<file path="config.mk">
export PLATFORM = sky130hd
export DESIGN_NAME = fetch_unit
export DESIGN_NICKNAME = d
export VERILOG_FILES = /design/src/rtl/riscv_pkg.sv /design/src/rtl/fetch_unit.sv
export SDC_FILE = /design/constraint.sdc
export NUM_CORES = 1
export LEC_CHECK = 0
export CORE_MARGIN = 1.5
export CORE_UTILIZATION = 43
export CTS_CLUSTER_DIAMETER = 120
export DETAILED_ROUTE_END_ITERATION = 12
export HOLD_SLACK_MARGIN = 0.1
export PLACE_DENSITY_LB_ADDON = 0.3
export SYNTH_ARGS = -nofsm -noshare
export SYNTH_HDL_FRONTEND = slang
export SYNTH_SLANG_ARGS = --single-unit
export TNS_END_PERCENT = 10
</file>
<file path="constraint.sdc">
create_clock -name clk -period 5.63 [get_ports clk]
set_input_delay 0.8445 -clock clk [delete_from_list [all_inputs] [get_ports clk]]
set_output_delay 0.8445 -clock clk [all_outputs]
set_load 0.1 [all_outputs]
</file>
<file path="src/rtl/riscv_pkg.sv">
// Shared RISC-V definitions for the front end: opcode constants, the NOP
// encoding and the fetch FSM state type.
package riscv_pkg;

    localparam int XLEN = 32;

    localparam logic [6:0] OP_R      = 7'b0110011;
    localparam logic [6:0] OP_I      = 7'b0010011;
    localparam logic [6:0] OP_LOAD   = 7'b0000011;
    localparam logic [6:0] OP_STORE  = 7'b0100011;
    localparam logic [6:0] OP_BRANCH = 7'b1100011;

    localparam logic [31:0] NOP_INSTR = 32'h0000_0013;

    typedef enum logic [1:0] {
        S_REQ   = 2'd0,
        S_WAIT  = 2'd1,
        S_HOLD  = 2'd2,
        S_FAULT = 2'd3
    } fetch_state_t;

endpackage

</file>
<file path="src/rtl/fetch_unit.sv">
// Instruction fetch stage: owns the PC, fetches one word at a time over a
// valid/ready request channel and holds the instruction until the core retires it.
//
// state   | meaning
// S_REQ   | request for PC on the bus, waiting for imem_req_ready
// S_WAIT  | request accepted, waiting for the response
// S_HOLD  | instruction held for decode until instr_ready
// S_FAULT | misaligned target or bus error; terminal until reset
module fetch_unit
    import riscv_pkg::*;
#(
    parameter int              XLEN     = riscv_pkg::XLEN,
    parameter logic [XLEN-1:0] RESET_PC = '0
) (
    input  logic            clk,
    input  logic            rst_n,
    output logic            imem_req_valid,
    input  logic            imem_req_ready,
    output logic [XLEN-1:0] imem_addr,
    input  logic            imem_rsp_valid,
    input  logic [XLEN-1:0] imem_rsp_data,
    input  logic            imem_rsp_err,
    output logic            instr_valid,
    input  logic            instr_ready,
    output logic [XLEN-1:0] instr,
    output logic [6:0]      opcode,
    output logic [2:0]      funct3,
    output logic [6:0]      funct7,
    output logic [XLEN-1:0] pc,
    input  logic            branch_taken,
    input  logic [XLEN-1:0] branch_target,
    output logic            fetch_fault
);

    fetch_state_t    state_q, state_nxt;
    logic [XLEN-1:0] pc_q, pc_nxt;
    logic [XLEN-1:0] instr_q, instr_nxt;
    logic [XLEN-1:0] retire_pc;

    // Adder wraps modulo 2^XLEN by construction.
    assign retire_pc = branch_taken ? branch_target : (pc_q + XLEN'(4));

    always_comb begin
        state_nxt = state_q;
        pc_nxt    = pc_q;
        instr_nxt = instr_q;
        case (state_q)
            S_REQ: begin
                if (imem_req_ready) state_nxt = S_WAIT;
            end
            S_WAIT: begin
                if (imem_rsp_valid) begin
                    if (imem_rsp_err) begin
                        state_nxt = S_FAULT;
                    end else begin
                        instr_nxt = imem_rsp_data;
                        state_nxt = S_HOLD;
                    end
                end
            end
            S_HOLD: begin
                if (instr_ready) begin
                    if (retire_pc[1:0] != 2'b00) begin
                        state_nxt = S_FAULT;
                    end else begin
                        pc_nxt    = retire_pc;
                        state_nxt = S_REQ;
                    end
                end
            end
            S_FAULT: state_nxt = S_FAULT;
            default: state_nxt = S_FAULT;
        endcase
    end

    always_ff @(posedge clk) begin
        if (!rst_n) begin
            state_q <= S_REQ;
            pc_q    <= RESET_PC;
            instr_q <= XLEN'(NOP_INSTR);
        end else begin
            state_q <= state_nxt;
            pc_q    <= pc_nxt;
            instr_q <= instr_nxt;
        end
    end

    // Request valid is masked while reset is held so nothing is offered to memory.
    assign imem_req_valid = rst_n && (state_q == S_REQ);
    assign imem_addr      = pc_q;
    assign instr_valid    = (state_q == S_HOLD);
    assign fetch_fault    = (state_q == S_FAULT);
    assign instr          = instr_q;
    assign pc             = pc_q;
    assign opcode         = instr_q[6:0];
    assign funct3         = instr_q[14:12];
    assign funct7         = instr_q[31:25];

endmodule

</file>
==> results list, run 1 <==
- The flow ran to the end, and the final reports show no timing, DRC or antenna violations.
- Signed area change from the synthesized netlist to the final layout: 50.5%
- For this run, the number of Yosys warnings is 0.
* Maximum number of pins on one net before global-route repair: 66
- H-tree Lvls: 3
- Cell family with the largest share of critical-path delay: buffers and inverters
- Setup repair after global routing left no endpoint under its margin.
- The tool flagged a number of max-cap violations equal to 0.
* Net count after synthesis: 539
* Count of buffering cells on the critical path with inverters included: 3
* Number of nets in the layout: 660
- Buffer depth of the longest clock path: 2
- Worst Path Required: 4.79 ns
- The first global-routing pass estimated about 17 mm of wire.
* Final-report max-slew violation count: 0
- CP max FO: 29
- The final number of hold-violating endpoints is 0.
- DR DRC count: 0
- Arrival time at the worst endpoint: ~2.9 ns
- The congestion estimate from routability-driven global placement came to slightly below 0.9.
- Routed wire length: 11.2 mm
- Sequential element share of the synthesized area: around 37%
- Initial core utilization: 43.9%
- Traced cell by cell, the critical path runs through clkdlybuf4s50_1, clkinv_1, nor3_1, buf_12.
- Of the cells placed in the final design, the portion with a size suffix greater than 1 is between 6 and 7%.
- P per Cell Area: ~240 nW/um^2
- Buffers inserted during post-CTS setup optimization: 0
* Fraction of synthesis flops using an asynchronous set or reset pin: 0%
- In the synthesized netlist the dominant register cell turns out to be dfxtp_1.
- Synthesis instantiated 55 different standard cells from the library.
- Cells fill between 60% and 70% of the core in the end.
- Average wire per cell in the routed design: 16.0 um
- The first TritonRoute pass finished after 6 iterations.
- DIE AREA: 8860 sq um
* Cts bufs inserted: 9
- Grt ovf: 0
- Post-detail-place hpwl: 7.70 mm
- Horizontal die dimension: between 90 and 100 um
- Summing all non-filler instances in the final layout gives an area of roughly 5400 sq um.
- Resized cells post-CTS: 0
- Initial antenna violation count: 0
* Post-DRT Antenna Nets: 0
* Post-layout min period: roughly 3.7 ns
- Vias after detailed routing: roughly 3.9k
- TritonCTS built the clock tree.
- Worst setup slack for register-to-register paths: between 3 and 4 ns
- Commonest cells after routing, fill and taps aside: clkdlybuf4s50_1 (184), nand2_1 (86), dfxtp_1 (66)
- DR vias/cell: around 5.6
* Fill count: about 670
- Post-synthesis sequential element count: 66
* Area of the placeable core: 8130 sq um
- Row Count: 33
- Adding up every negative setup slack in the final design gives 0 ns.
* Relative slew margins: a little under a quarter
- The completed layout was analyzed and its total power is roughly 1.3 mW.
- Global routing consumed, over all layers together, 24.8% of the routing resources.
- Synthesized cell area: about 3600 sq um
- The die is roughly 94 um tall.
- Post-cts hold buffer count: 0
- Number of global-route vias before repair: approximately 3.5k
- Hold Path Class: flop to flop
- Setup violations remaining at the end of the flow were counted as 0.
* Top-level port count: 187
- For this design, the slowest cell found on the critical path is clkdlybuf4s50_1.
* Syn_area_per_cell: 7.64 sq um
- The worst setup path is captured at an output pin.
- Initial detailed-routing violation count: between 400 and 500
- Clock-pin slew on the worst setup and hold paths: around 0.070 ns
- Cell area reported after detailed placement: around 5100 sq um
- Later-pin clock latency in the skew report: about 0.34 ns
- Number of flops mapped to enable cells by yosys: 0
- # port buffers: ~190
- The tree is rooted in a clkbuf_8.
* Most common cell after layout, fill and taps aside: clkdlybuf4s50_1
- The tree built by TritonCTS fans out to 66 sinks.
- CP peak stage delay: around 1.2 ns
- Worst Tran Pin Value: roughly 1.1 ns
- Crit Path Class: primary input to output pin
* Cell leakage power: ~1.8 nW
* Period Utilization, post-route: roughly 66%
- Derived from the worst setup path, the maximum achievable clock frequency is about 270 MHz.
- The worst setup path is launched from a primary input.
- Clock tree skew after final layout: approximately 0.014 ns
- Number of standard cells after synthesis: roughly 470
- VDD sags by at most approximately 0.14 mV.
* Ant. Diodes: 0
[flip-flops by register name (all words and copies together), names as in the netlist]
signal,flops
imem_addr,32
instr,32
state_q,2
[per-layer routing]
| metal | track usage, % | vias up | part of all wire [%] |
|---|---|---|---|
| li1 | - | 1869 | - |
| met1 | 31.5 | 1852 | 41 |
| met2 | 40.9 | 205 | 50 |
| met3 | 5.42 | 14 | 8.1 |
| met4 | 9.58 | 0 | 1.6 |
| met5 | 0 | - | 0 |
[where the power goes]
| group | switching, mW | total [mW] | internal (mW) | leakage [nW] |
|---|---|---|---|---|
| combinational | 0.184 | 0.274 | 0.0895 | 1.12 |
| sequential | 0.0119 | 0.489 | 0.478 | 0.534 |
| clock | 0.193 | 0.534 | 0.342 | 0.131 |
| total | 0.389 | 1.30 | 0.909 | 1.79 |
[logic make-up after synthesis]
kind of cell	Yosys count	synth area share (%)
flops	66	37.0
fa+ha+maj	1	0.350
simple gates	190	25.4
mux	3	0.876
compound gates	122	22.1
buf+inv	85	14.3
[synthesized netlist by cell type, drive strengths merged (6+ instances only)]
master / count / area share, %
a22oi: 7 / 1.5
a31oi: 11 / 1.9
and3: 7 / 1.2
a311oi: 6 / 1.5
nand2: 86 / 9.0
clkbuf: 22 / 2.3
nand4: 9 / 1.8
nor2: 30 / 3.3
o21ai: 16 / 2.2
nor3: 14 / 2.1
a21oi: 47 / 6.6
buf: 57 / 11
nor4: 11 / 2.1
nand3: 17 / 2.8
dfxtp: 66 / 37
[through the flow]
stage | instances | hold slack (ns) | setup slack, ns
3_5_place_dp | 682 | 0.446 | 1.94
2_1_floorplan | 467 | 0.511 | 1.56
3_3_place_gp | 682 | 0.442 | 2.00
6_report | 698 | 0.455 | 1.92
4_1_cts | 698 | 0.457 | 1.94
5_1_grt | 698 | 0.474 | 1.83
[cell type report]
class	count	area, sq um	area share (%)
clock buffers	10	128	2.37
clock inverters	6	138	2.56
inverters	6	22.5	0.419
multi-input cells	316	1740	32.5
flip-flops and latches	66	1320	24.6
well taps	105	131	2.44
repair buffers	189	1890	35.2
[final timing paths]
| path | startpoint | endpoint | depth (start not counted) |
|---|---|---|---|
| hold reg to reg | instr[17] | instr[17] | 2 |
| setup / recovery | rst_n | imem_req_valid | 4 |
| setup reg to reg | state_q[1] | imem_addr[11] | 4 |
| hold / removal | instr[17] | instr[17] | 2 |
[tightest hold or removal path, stage by stage, from the launching register on]
cell and delay, ns:
dfxtp_1 0.31, nand2_1 0.05, a21oi_1 0.05
(Power assumes the default switching activity.)
==> inputs of run 2 (changes only) <==
--- a/config.mk
+++ b/config.mk
@@ -6,7 +6,7 @@
 export NUM_CORES = 1
 export LEC_CHECK = 0
 export CORE_MARGIN = 1.5
-export CORE_UTILIZATION = 43
+export CORE_UTILIZATION = 40
 export CTS_CLUSTER_DIAMETER = 120
 export DETAILED_ROUTE_END_ITERATION = 12
 export HOLD_SLACK_MARGIN = 0.1
==> constraint.sdc (replaced) <==
create_clock -name clk -period 3.7 [get_ports clk]
set_input_delay 0.555 -clock clk [delete_from_list [all_inputs] [get_ports clk]]
set_output_delay 0.555 -clock clk [all_outputs]
set_load 0.1 [all_outputs]
==> run 2 against run 1 <==
Effect of this change: utilization is 5.0 points lower; power grew 31%; flip-flop and latch count stayed put; non-clock buffer count is 3 higher; clock power is essentially flat; combinational power grew 53%; sequential share of layout area is 0.33 points higher; register-to-register slack got worse by 1.9 ns; global-route usage shrank 2.0 points; critical endpoint is now fetch_fault; largest cell class unchanged.
==> results list, run 2 (synthesis results as in run 1) <==
- Clock-pin slew on the worst setup and hold paths: 0.08 ns (about the same)
* Reg2Reg Capture Point: imem_addr[26]
- The clock latency reported for the late side of the worst-skew pair came to 0.34 ns (about the same).
- The number of placement rows is 34 (+3.0%).
- The core footprint is 8680 sq um (+6.7%).
- CTS tree: yes
- The data arrival time of the worst path is 2.12 ns (-0.75 ns).
* Post-layout instance count excluding filler cells: 704 (+0.86%)
* Worst Tran Pin Value: 1.27 ns (+0.122 ns)
- Cell leakage power: 1.75 nW (-1.9%)
- The count of input and output buffers was 186 (unchanged).
* Die height: 97.5 um (+3.6%)
- Buffer cell driving the clock tree root: clkbuf_8
* FF-to-FF path depth: 6 (+2)
* Worst setup path start: state_q[1]
* Sequential cell area: 1320 sq um (unchanged)
- The number of buffers added to fix hold violations after cts came to 0 (unchanged).
- The worst setup path is of the flop to output pin kind.
* Clock Sink Count: 66 (unchanged)
* Top-level port count: 187 (unchanged)
* DIE AREA: 9500 sq um (+7.3%)
- The wire length of the first global-routing pass is 17.9 mm (+3.1%).
- Post-DRT Antenna Nets: 0 (unchanged)
* Fraction of layout cells with a size suffix above 1: 7.05% (+0.81 points)
- The worst setup path is captured at an output pin.
- Resized cells post-CTS: 0 (unchanged)
* Number of nets in the layout: 663 (+0.45%)
* Number of cells after detailed placement: 688 (+0.88%)
- Aggregate negative setup slack: 0 ns (unchanged)
* Buffer depth of the longest clock path: 2 (unchanged)
- The area used by multi-input combinational logic was 1740 sq um (unchanged).
- The utilization after layout is 61.1% (-5.0 points).
- The path class of the tightest hold or removal check is flop to flop.
- P per Cell Area: 319 nW/um^2 (+32%)
- The initial standard-cell utilization of the core came to 41.1% (-2.8 points).
- Post-layout min period: around 2.7 ns
- Count of maximum capacitance violations: 0 (unchanged)
- The total count of max-transition violations in the final report was 0 (unchanged).
- Average wire per cell in the routed design: 16.0 um (-0.35%)
- Setup repair after global routing missed its margin: no
* Peak VDD IR: 0.195 mV (+43%)
* DR DRC count: 0 (unchanged)
* FF-to-FF Start: imem_addr[2]
- The max-slew headroom at the worst pin came to 15.0% (-8.2 points).
* DR vias/cell: 5.54 (-1.9%)
- Post-detail-place hpwl: 7.97 mm (+3.5%)
- STA classifies the critical path startpoint as a flop.
- Most common cell after layout, fill and taps aside: clkdlybuf4s50_1
- The first-iteration detailed-routing DRC count came to 264 (-39%).
- The final number of hold-violating endpoints was 0 (unchanged).
- The via count of the routed design was 3,900 (-1.0%).
* Highest achievable clock rate: between 300 and 400 MHz
* Period Utilization, post-route: between 70% and 80%
* Worst setup slack for register-to-register paths: 1.40 ns (-1.91 ns)
* Result of the run: finished, final reports clean
- The routability-driven placement congestion ratio came to 0.919 (+5.6%).
- Initial antenna violation count: 0 (unchanged)
- In this run the worst setup path terminates at fetch_fault.
- Compared with the post-synthesis result, the final layout area differs by 48.5%.
- The maximum fanout along the worst path came to 8 (-72%).
- The horizontal extent of the die was 97.5 um (+3.6%).
- The TritonCTS buffer count came to 9 (unchanged).
- Routed wire length: 11.2 mm (+0.51%)
* H-tree Lvls: 3 (unchanged)
- The endpoint required time on the critical path was 3.14 ns (-1.65 ns).
- Ant. Diodes: 0 (unchanged)
- The detailed-routing iteration count for the pre-antenna-repair pass came to 4 (-2).
* Maximum number of pins on one net before global-route repair: 64 (-3.0%)
* Clock tree skew after final layout: 0.00960 ns (-0.00448 ns)
- The final count of negative-setup-slack endpoints came to 0 (unchanged).
- In the layout the commonest cells are clkdlybuf4s50_1 (183), nand2_1 (86), dfxtp_1 (66).
- The number of post-CTS setup repair buffers came to 0 (unchanged).
- Number of global-route vias before repair: 3,674 (+5.4%)
- The aggregate global routing overflow was 0 (unchanged).
- The total global-route track usage came to 22.8% (-2.0 points).
- The worst hold path begins at instr[23].
* Fill count: 777 (+16%)
==> run 2: cell types whose count changed in the layout (fill, tap and decap cells not counted), sizes merged <==
cell,change
buf,+4
bufinv,-4
clkbuf,-1
clkdlybuf4s50,-1
clkinv,+3
clkinvlp,+3
inv,-1
==> run 2: critical path, stage by stage (launching register included) <==
cell             delay [ns]
dfxtp_1                0.45
and2_1                 0.18
clkdlybuf4s50_1        1.16
==> run 2: how the worst min path moves through the flow <==
| stage | to | cells past startpoint | slack [ns] |
|---|---|---|---|
| floorplan | state_q[1] | 2 | 0.51 |
| global placement | instr[22] | 2 | 0.44 |
| detailed placement | instr[23] | 2 | 0.45 |
| CTS | instr[23] | 2 | 0.46 |
| global route | instr[11] | 2 | 0.49 |
| finish | instr[23] | 2 | 0.46 |
==> run 2: per-layer routing <==
metal  up-vias  global-route usage [%]  share of wire [%]
met4         0                    8.79                2.5
met2       191                    39.3                 50
met1      1814                    27.8                 40
met3        23                    4.75                7.1
met5         -                       0                  0
li1       1872                       -                  -
==> run 2: cell type report <==
class	count	area share, %
tap	108	2.55
clock inverter	7	0.873
clock buffer	9	2.34
timing repair buffer	192	36.0
inverter	6	0.425
sequential	66	24.9
multi-input combinational	316	32.9
==> run 2: power breakdown <==
part / switching (mW) / total, mW / internal [mW]
Clock: 0.291 / 0.531 / 0.240
Combinational: 0.281 / 0.418 / 0.137
Sequential: 0.0175 / 0.744 / 0.727
==> run 2: per-stage QoR <==
step,hold slack (ns),instance area (sq um),setup WS (ns),power (mW)
floorplan,0.511,3570,0.213,1.04
global placement,0.441,5130,0.996,1.17
detailed placement,0.448,5130,0.911,1.18
CTS,0.459,5300,1.00,1.71
global route,0.488,5300,0.946,1.76
finish,0.455,5300,1.02,1.69
==> inputs of run 3 (changes only) <==
--- a/config.mk
+++ b/config.mk
@@ -6,7 +6,7 @@
 export NUM_CORES = 1
 export LEC_CHECK = 0
 export CORE_MARGIN = 1.5
-export CORE_UTILIZATION = 40
+export CORE_UTILIZATION = 36
 export CTS_CLUSTER_DIAMETER = 120
 export DETAILED_ROUTE_END_ITERATION = 12
 export HOLD_SLACK_MARGIN = 0.1
==> constraint.sdc (replaced) <==
create_clock -name clk -period 2.3 [get_ports clk]
set_input_delay 0.345 -clock clk [delete_from_list [all_inputs] [get_ports clk]]
set_output_delay 0.345 -clock clk [all_outputs]
set_load 0.1 [all_outputs]
==> run 3 against run 2 <==
Effect of this change: final cell count increased by 5.0%; power grew 77%; first-iteration DRC count decreased by 22%; worst hold slack better by 0.0072 ns; critical path depth rose by 4; combinational power up 60%; utilization down 7.0 points; sequential power rose by 61%; clock power is 110% higher; die area grew 11%; worst setup slack worse by 0.75 ns; largest cell class is now multi-input combinational cells.
==> results list, run 3 (synthesis results as in run 1) <==
* Ant. Diodes: 0 (unchanged)
- The critical path in this run is classified as flop to flop.
- Nature of the critical path startpoint: flop
- The core footprint is 9680 sq um (+12%).
- The horizontal extent of the die is 103 um (+5.2%).
* Clock Power Share: 37.5% (+6.1 points)
- Buffers inserted during post-CTS setup optimization: 0 (unchanged)
- The leakage power summed over all cells is 2.08 nW (+18%).
- In this run the worst hold path is classified as flop to flop.
- Row Count: 36 (+5.9%)
- Average wire per cell in the routed design: 15.2 um (-4.9%)
- The routed wire length came to 11.2 mm (-0.20%).
- Highest achievable clock rate: between 400 and 500 MHz
- Most common cell after layout, fill and taps aside: buf_4
- Post-layout min period: approximately 2 ns
- The switching share of power is 32.9% (-1.9 points).
* First-pass iteration count of the detailed router: 4 (unchanged)
* Signed area change from the synthesized netlist to the final layout: 46.9%
* Relative slew margins: 63.1% (+48 points)
- Post-detail-place hpwl: 8.03 mm (+0.75%)
* CTS tree: yes
- Peak VDD IR: 0.398 mV (+100%)
- All-layer global routing usage: 20.2% (-2.6 points)
* Buffer cell driving the clock tree root: clkbuf_8
- Arrival time at the worst endpoint: 2.26 ns (+0.14 ns)
* Result of the run: finished, final reports clean
* DR DRC count: 0 (unchanged)
* Number of cells after detailed placement: 723 (+5.1%)
- Count of maximum capacitance violations: 0 (unchanged)
- Post-layout instance count excluding filler cells: 739 (+5.0%)
* Power dissipated by switching net loads: 985 uW (+67%)
- Clock Sink Count: 66 (unchanged)
- Worst Path Required: 2.54 ns (-0.60 ns)
- STA classifies the critical path endpoint as a flop.
- The routability-driven placement congestion ratio came to 0.886 (-3.6%).
- Later-pin clock latency in the skew report: 0.35 ns (about the same)
- # port buffers: 186 (unchanged)
- The TritonCTS buffer count is 9 (unchanged).
- Util after Layout: 54.1% (-7.0 points)
* Final-report max-slew violation count: 0 (unchanged)
- Initial core utilization: 36.9% (-4.3 points)
* Design internal power: 2.01 mW (+82%)
- Post-DRT Antenna Nets: 0 (unchanged)
- The post-layout total power is 2.99 mW (+77%).
- In the layout the commonest cells are buf_4 (128), nand2_1 (86), clkdlybuf4s50_1 (69).
* DR vias/cell: 5.24 (-5.3%)
- The first-iteration detailed-routing DRC count was 207 (-22%).
- Initial antenna violation count: 0 (unchanged)
- Maximum number of pins on one net before global-route repair: 57 (-11%)
- The final count of negative-setup-slack endpoints came to 0 (unchanged).
- The maximum fanout along the worst path came to 7 (-1).
- In the finished design, the share of the clock period the worst path needs comes to between 80% and 90%.
* Logic gate share of total power: 22.4% (-2.3 points)
* Resized cells post-CTS: 0 (unchanged)
- Hold WS: 0.462 ns (+0.00719 ns)
* Grt ovf: 0 (unchanged)
* Post-cts hold buffer count: 0 (unchanged)
- Fraction of layout cells with a size suffix above 1: 29.5% (+22 points)
* Global-route wire length before repair: 16.9 mm (-5.8%)
- The share of total power in sequential cells came to 40.1% (-3.8 points).
* DIE AREA: 10,500 sq um (+11%)
- The via count of the first global-routing pass came to 3,523 (-4.1%).
* Number of nets in the layout: 673 (+1.5%)
- Clock-pin slew on the worst setup and hold paths: 0.09 ns (about the same)
- P per Cell Area: 571 nW/um^2 (+79%)
- Clock tree skew after final layout: 0.0111 ns (+0.00146 ns)
- H-tree Lvls: 3 (unchanged)
- Setup repair after global routing left no endpoint under its margin.
- The slew at the pin closest to its max-slew limit came to 0.553 ns (-0.718 ns).
- The via count of the routed design came to 3,876 (-0.62%).
- Top-level port count: 187 (unchanged)
* Buffer depth of the longest clock path: 2 (unchanged)
- The final number of hold-violating endpoints came to 0 (unchanged).
* Die height: 103 um (+5.2%)
## run 3: cell count changes in the layout (fill, tap and decap cells not counted), sizes merged
cell and change:
bufinv +2, clkinvlp -2, clkdlybuf4s50 -114, clkinv -1, inv +1, buf +124
## run 3: critical path, stage by stage (launching register included)
cell	delay, ns
dfxtp_2	0.39
ha_1	0.24
nand3_2	0.17
or2_2	0.38
nor2_2	0.27
a311oi_1	0.15
nor4_1	0.32
## run 3: per-stage QoR
| step | area [sq um] | setup TNS [ns] | setup WS, ns |
|---|---|---|---|
| 6_report | 5240 | 0 | 0.275 |
| 5_1_grt | 5240 | 0 | 0.115 |
| 4_1_cts | 5240 | 0 | 0.284 |
| 3_5_place_dp | 5020 | 0 | 0.194 |
| 3_3_place_gp | 5020 | 0 | 0.226 |
| 2_1_floorplan | 3600 | -0.496 | -0.133 |
## run 3: final cells by class
cell class                      instances  area (sq um)
Inverter                                6          22.5
Fill cell                             887          4440
Timing Repair Buffer                  202          1740
Sequential cell                        66          1340
Multi-Input combinational cell        316          1760
Tap cell                              133           166
Clock inverter                          7           103
Clock buffer                            9           124
## run 3: path summary, 6_finish.rpt
kind | startpoint | to | slack [ns] | depth (start not counted)
setup / recovery | imem_addr[2] | imem_addr[28] | 0.28 | 6
hold / removal | instr[15] | instr[15] | 0.46 | 2
setup reg to reg | imem_addr[2] | imem_addr[28] | 0.28 | 6
hold reg to reg | instr[15] | instr[15] | 0.46 | 2
## run 3: routing by layer
metal / GRT usage, % / vias up / wire [um]
li1: - / 1890 / -
met1: 25.8 / 1814 / 4790
met2: 33.9 / 147 / 5540
met3: 3.19 / 25 / 636
met4: 8.32 / 0 / 244
met5: 0 / - / 0
## run 3: power groups by stage
stage	logic (mW)	clock network (mW)	registers, mW
3_3_place_gp	0.668	0	1.22
2_1_floorplan	0.290	0	1.39
4_1_cts	0.672	1.13	1.20
6_report	0.670	1.12	1.20
3_5_place_dp	0.670	0	1.23
5_1_grt	0.702	1.19	1.20
